**config.mk**
```make
export PLATFORM = sky130hd
export DESIGN_NAME = nibble_frame_rx
export DESIGN_NICKNAME = d
export VERILOG_FILES = /design/src/rtl/nibble_frame_rx.sv
export SDC_FILE = /design/constraint.sdc
export NUM_CORES = 1
export LEC_CHECK = 0
export CORE_MARGIN = 2
export CORE_UTILIZATION = 40
export DETAILED_ROUTE_END_ITERATION = 10
export HOLD_SLACK_MARGIN = 0.06
export PLACE_DENSITY_LB_ADDON = 0.2
export SETUP_SLACK_MARGIN = 0.4
export SYNTH_ARGS = -nofsm -noshare
export SYNTH_HDL_FRONTEND = slang
export SYNTH_SLANG_ARGS = --single-unit
```
**constraint.sdc**
```tcl
create_clock -name Clock -period 1.6 [get_ports Clock]
set_input_delay 0.32 -clock Clock [delete_from_list [all_inputs] [get_ports Clock]]
set_output_delay 0.32 -clock Clock [all_outputs]
set_load 0.05 [all_outputs]
```
**src/rtl/nibble_frame_rx.sv**
```systemverilog
// Serial frame receiver: recovers start / 4 data / optional parity / stop frames
// from an LSB-first bit stream and presents good words on a valid/ready port.
module nibble_frame_rx #(
  parameter bit PARITY_EN  = 1'b1,
  parameter bit PARITY_ODD = 1'b0
) (
  input  logic       Clock,
  input  logic       Resetn,
  input  logic       en,
  input  logic       sin,
  output logic [3:0] Q,
  output logic       valid,
  input  logic       ready,
  output logic       perr,
  output logic       ferr,
  output logic       ovr
);

  typedef enum logic [1:0] {IDLE, DATA, PAR, STOP} state_t;

  state_t     state, state_nxt;
  logic [3:0] sh, sh_nxt;
  logic [1:0] cnt, cnt_nxt;
  logic       pbad, pbad_nxt;
  logic [3:0] q_nxt;
  logic       valid_nxt, perr_nxt, ferr_nxt, ovr_nxt;
  logic       good, load;

  function automatic logic parity_bad(input logic [3:0] data, input logic pbit);
    return (^data ^ pbit) != PARITY_ODD;
  endfunction

  always_comb begin
    state_nxt = state;
    sh_nxt    = sh;
    cnt_nxt   = cnt;
    pbad_nxt  = pbad;
    perr_nxt  = 1'b0;
    ferr_nxt  = 1'b0;
    good      = 1'b0;
    if (en) begin
      case (state)
        IDLE: begin
          if (!sin) begin
            state_nxt = DATA;
            cnt_nxt   = 2'd0;
          end
        end
        DATA: begin
          sh_nxt  = {sin, sh[3:1]};
          cnt_nxt = cnt + 2'd1;
          if (cnt == 2'd3) state_nxt = PARITY_EN ? PAR : STOP;
        end
        PAR: begin
          pbad_nxt  = parity_bad(sh, sin);
          state_nxt = STOP;
        end
        STOP: begin
          state_nxt = IDLE;
          // A bad stop bit outranks a parity mismatch.
          if (!sin)      ferr_nxt = 1'b1;
          else if (pbad) perr_nxt = 1'b1;
          else           good     = 1'b1;
        end
        default: state_nxt = IDLE;
      endcase
    end

    // A good word may land in the same edge the held word is accepted.
    load      = good && (!valid || ready);
    ovr_nxt   = good && valid && !ready;
    q_nxt     = load ? sh : Q;
    valid_nxt = valid;
    if (load)                valid_nxt = 1'b1;
    else if (valid && ready) valid_nxt = 1'b0;
  end

  always_ff @(posedge Clock) begin
    if (!Resetn) begin
      state <= IDLE;
      sh    <= 4'd0;
      cnt   <= 2'd0;
      pbad  <= 1'b0;
      Q     <= 4'd0;
      valid <= 1'b0;
      perr  <= 1'b0;
      ferr  <= 1'b0;
      ovr   <= 1'b0;
    end else begin
      state <= state_nxt;
      sh    <= sh_nxt;
      cnt   <= cnt_nxt;
      pbad  <= pbad_nxt;
      Q     <= q_nxt;
      valid <= valid_nxt;
      perr  <= perr_nxt;
      ferr  <= ferr_nxt;
      ovr   <= ovr_nxt;
    end
  end

endmodule
```
==> qor.log <==
qor: outcome.status complete, no violations
qor: finish.filler_cells_inserted 191
qor: pwr.clkPwrFrac 0.275
qor: global_routing.maximum_number_of_pins_on_one_net_before_global_route_repair 13
qor: worst_setup_path.critical_path.cell_chain ha_1 > and4_4 > o31a_1
qor: route.wire_per_inst 12.69 µm
qor: cts.clock_sink_count 17
qor: global_routing.overflow 0
qor: logic_synthesis.postSynth.topFlopCell sky130_fd_sc_hd__dfxtp_1
qor: worst_setup_path.timing.rr.start cnt[0]
qor: logic_synthesis.number_of_instances_in_the_synthesized_netlist 90
qor: job.cap_viol_max_count 0
qor: die.chipHeight 49.44 µm
qor: worst_setup_path.timing.critical_path.max_delay_family flip-flops
qor: min_path.holdPathStages 2
qor: die.floorplan.die_area 2444 µm²
qor: pwr.switching_power 0.2191 mW
qor: route.route.vias.total 741
qor: pwr.power.share.switching 0.2661
qor: die.rows 16
qor: place.dpl.hpwl 1235 µm
qor: global_routing.total_global_routing_track_utilization 0.1590
qor: logic_synthesis.netlist_area 825.8 µm²
qor: min_path.timing.hold.worst.start sh[0]
qor: worst_setup_path.critical_path_class flop to flop
qor: finish.layout_common_cells 19 x sky130_fd_sc_hd__buf_4, 15 x sky130_fd_sc_hd__dfxtp_1, 13 x sky130_fd_sc_hd__nand3_1, 13 x sky130_fd_sc_hd__a21oi_1, 7 x sky130_fd_sc_hd__nand2_1
qor: logic_synthesis.ys_seq_elements 17
qor: finish.post_route_cells_drive_above_1_share 0.3596
qor: logic_synthesis.synth.lib_cells_used.distinct 29
qor: timing.skew 0.001232 ns
qor: timing.final_hold_viol_count 0
qor: timing.tightestPinTransition 0.3319 ns
qor: cts.clk_transition_reported_paths 0.10 ns
qor: worst_setup_path.setup.worst_path.end_class flop
qor: timing.setup-tns-final 0 ns
qor: worst_setup_path.crit_path_top_delay_cell sky130_fd_sc_hd__dfxtp_1
qor: die.floorplan.initialDensity 0.4209
qor: global_routing.grt_first_pass_wirelength 2953 µm
qor: global_routing.number_of_global_route_vias_before_repair 649
qor: timing.timing.slew.headroom 0.7787
qor: cts.clk_latency 0.29 ns
qor: place.placement_setup_slack -0.05992 ns
qor: finish.layout.cells.most_common sky130_fd_sc_hd__buf_4
qor: route.via_per_inst 5.255
qor: pwr.pwr-share-comb 0.184
qor: logic_synthesis.async_reset_ff_frac 0
qor: timing.period_share 0.7793
qor: logic_synthesis.postSynthNetCount 100
qor: route.detail_route.wirelength 1789 µm
qor: worst_setup_path.worstPathRequired 1.79 ns
qor: worst_setup_path.cp_data_arrival_time 1.44 ns
qor: pwr.p_per_area 734.3 nW/µm²
qor: finish.layout.nets 125
qor: die.die_width 49.44 µm
qor: pwr.internal-power 0.6042 mW
qor: cts.total_cts_buffers 3
qor: min_path.worst_hold_path.endpoint sh[0]
qor: cts.cts_max_level 1
qor: logic_synthesis.synth_sequential_area_ratio 0.4121
qor: timing.timing.final.crit_period 1.247 ns
qor: cts.clockRootBuffer sky130_fd_sc_hd__clkbuf_4
qor: route.drc 0
qor: logic_synthesis.synth_enable_flop_cells 0
qor: worst_setup_path.timing.critical_path.buf_inv 0
qor: route.drt-initial-drc-count 11
qor: logic_synthesis.synth.avg_cell_area 9.175 µm²
qor: global_routing.number_of_antenna_violations_at_the_first_check_in_global_routing 0
qor: pwr.vdd_ir_drop_max 673.0 µV
qor: place.last_weighted_congestion_value_of_the_routability_driven_placer 0.7424
qor: worst_setup_path.critical_path.reg2reg.endpoint cnt[1]
qor: worst_setup_path.worst_case_register_to_register_setup_slack 0.35 ns
qor: pwr.seq_power_share 0.541
qor: route.drt_first_pass_iters 4
qor: worst_setup_path.critical_path.max_fanout 3
qor: cts.cts_tree built
qor: timing.slew_violations 0
qor: pwr.total_leakage_power 0.4192 nW
qor: finish.antenna-diode-count 0
qor: die.io-pin-count 13
qor: route.route.antenna.remaining_nets 0
qor: finish.synthToLayoutAreaGrowth 35.76%
qor: place.place.port_buffers 12
qor: worst_setup_path.worst_r2r_path_depth 3
qor: timing.setup_viol 0
qor: min_path.hp-class flop to flop
qor: logic_synthesis.yosys_warnings 0
qor: cts.clk_path_buf_depth 2
qor: timing.max_freq 802.0 MHz
qor: timing.fin_ws 0.3531 ns
qor: worst_setup_path.slowest_delay 0.35 ns
qor: worst_setup_path.worstSetupStartpointType flop
qor: timing.grt_setup_unrepaired yes
qor: die.core-area 1962 µm²
-- worst max-delay path by stage --
| stage | endpoint | slack (ns) | cells past startpoint | start |
|---|---|---|---|---|
| 2_1_floorplan | cnt[0] | 0.38 | 5 | state[1] |
| 3_3_place_gp | pbad | -0.02 | 5 | sin |
| 3_5_place_dp | pbad | -0.06 | 5 | sin |
| 4_1_cts | cnt[1] | 0.37 | 5 | state[0] |
| 5_1_grt | state[1] | 0.29 | 6 | state[0] |
| 6_report | cnt[1] | 0.35 | 3 | cnt[0] |
-- layer usage --
| metal | GRT usage | vias to the layer above | share of wire |
|---|---|---|---|
| met5 | 0 | - | 0 |
| met4 | 0.05093 | 0 | 0.017 |
| met3 | 0.05828 | 8 | 0.043 |
| met2 | 0.2635 | 22 | 0.49 |
| met1 | 0.1905 | 339 | 0.45 |
| li1 | - | 372 | - |
-- layout make-up --
cell class	count	area, µm²	share of cell area
Multi-Input combinational cell	65	496.7	0.4431
Sequential cell	17	347.8	0.3103
Timing Repair Buffer	24	191.4	0.1708
Tap cell	27	33.78	0.03013
Inverter	4	23.77	0.02121
Clock buffer	3	22.52	0.02009
Clock inverter	1	5.005	0.004464
-- Yosys cell counts (all sizes together) (2+ instances only) --
master | instances | area [µm²]
dfxtp | 17 | 340.3
a21oi | 13 | 65.06
nand3 | 13 | 65.06
nand2 | 7 | 26.28
ha | 5 | 62.56
inv | 4 | 15.01
nand2b | 4 | 25.02
o21ai | 4 | 20.02
buf | 3 | 23.77
nor2 | 3 | 11.26
a311oi | 2 | 23.77
nor2b | 2 | 12.51
-- logic make-up after synthesis --
group | Yosys count | share of synthesized area
and+or+nand+nor | 34 | 0.2212
AOI/OAI and AO/OA | 23 | 0.1833
DFF | 17 | 0.4121
buffers and inverters | 8 | 0.05150
adders and majority gates | 5 | 0.07576
xor gates and xnor gates | 2 | 0.03788
muxes | 1 | 0.01818
-- repair_timing --
| item | 4_1_cts | 5_1_grt |
|---|---|---|
| endpoints found under the hold margin | 0 | 0 |
| hold buffers | 0 | 0 |
| pin swaps | 4 | 4 |
| setup endpoints to repair | 10 | 11 |
| gates resized for setup | 6 | 10 |
| setup buffers | 4 | 3 |
-- sequential cells by signal, summed over array words and instances, names as in the netlist --
signal and flops:
sh 4, ferr 1, perr 1, state 2, valid 1, Q 4
pbad 1, ovr 1, cnt 2
-- power by group through the flow --
| stage | Clock [mW] | Sequential (mW) | Combinational (mW) |
|---|---|---|---|
| floorplan | 0 | 0.451 | 0.0958 |
| global placement | 0 | 0.452 | 0.125 |
| detailed placement | 0 | 0.453 | 0.127 |
| CTS | 0.239 | 0.444 | 0.138 |
| global route | 0.258 | 0.447 | 0.166 |
| finish | 0.227 | 0.445 | 0.152 |
-- worst register-to-register path, delay by kind of cell (launching register included) --
kind	cells	cell delay (ns)
and+or+nand+nor	1	0.20
DFF	1	0.35
adders and majority gates	1	0.32
AOI/OAI and AO/OA	1	0.28
-- through the flow --
stage	power [mW]	utilization	cell area [µm²]	hold slack, ns	instances
5_1_grt	0.8716	0.5714	1121	0.5175	141
3_5_place_dp	0.5801	0.5102	1001	0.4761	130
3_3_place_gp	0.5772	0.5102	1001	0.4626	130
2_1_floorplan	0.5470	-	863.3	0.4393	90
6_report	0.8233	0.5714	1121	0.4890	141
4_1_cts	0.8213	0.5408	1061	0.4925	138
(Power assumes the default switching activity.)
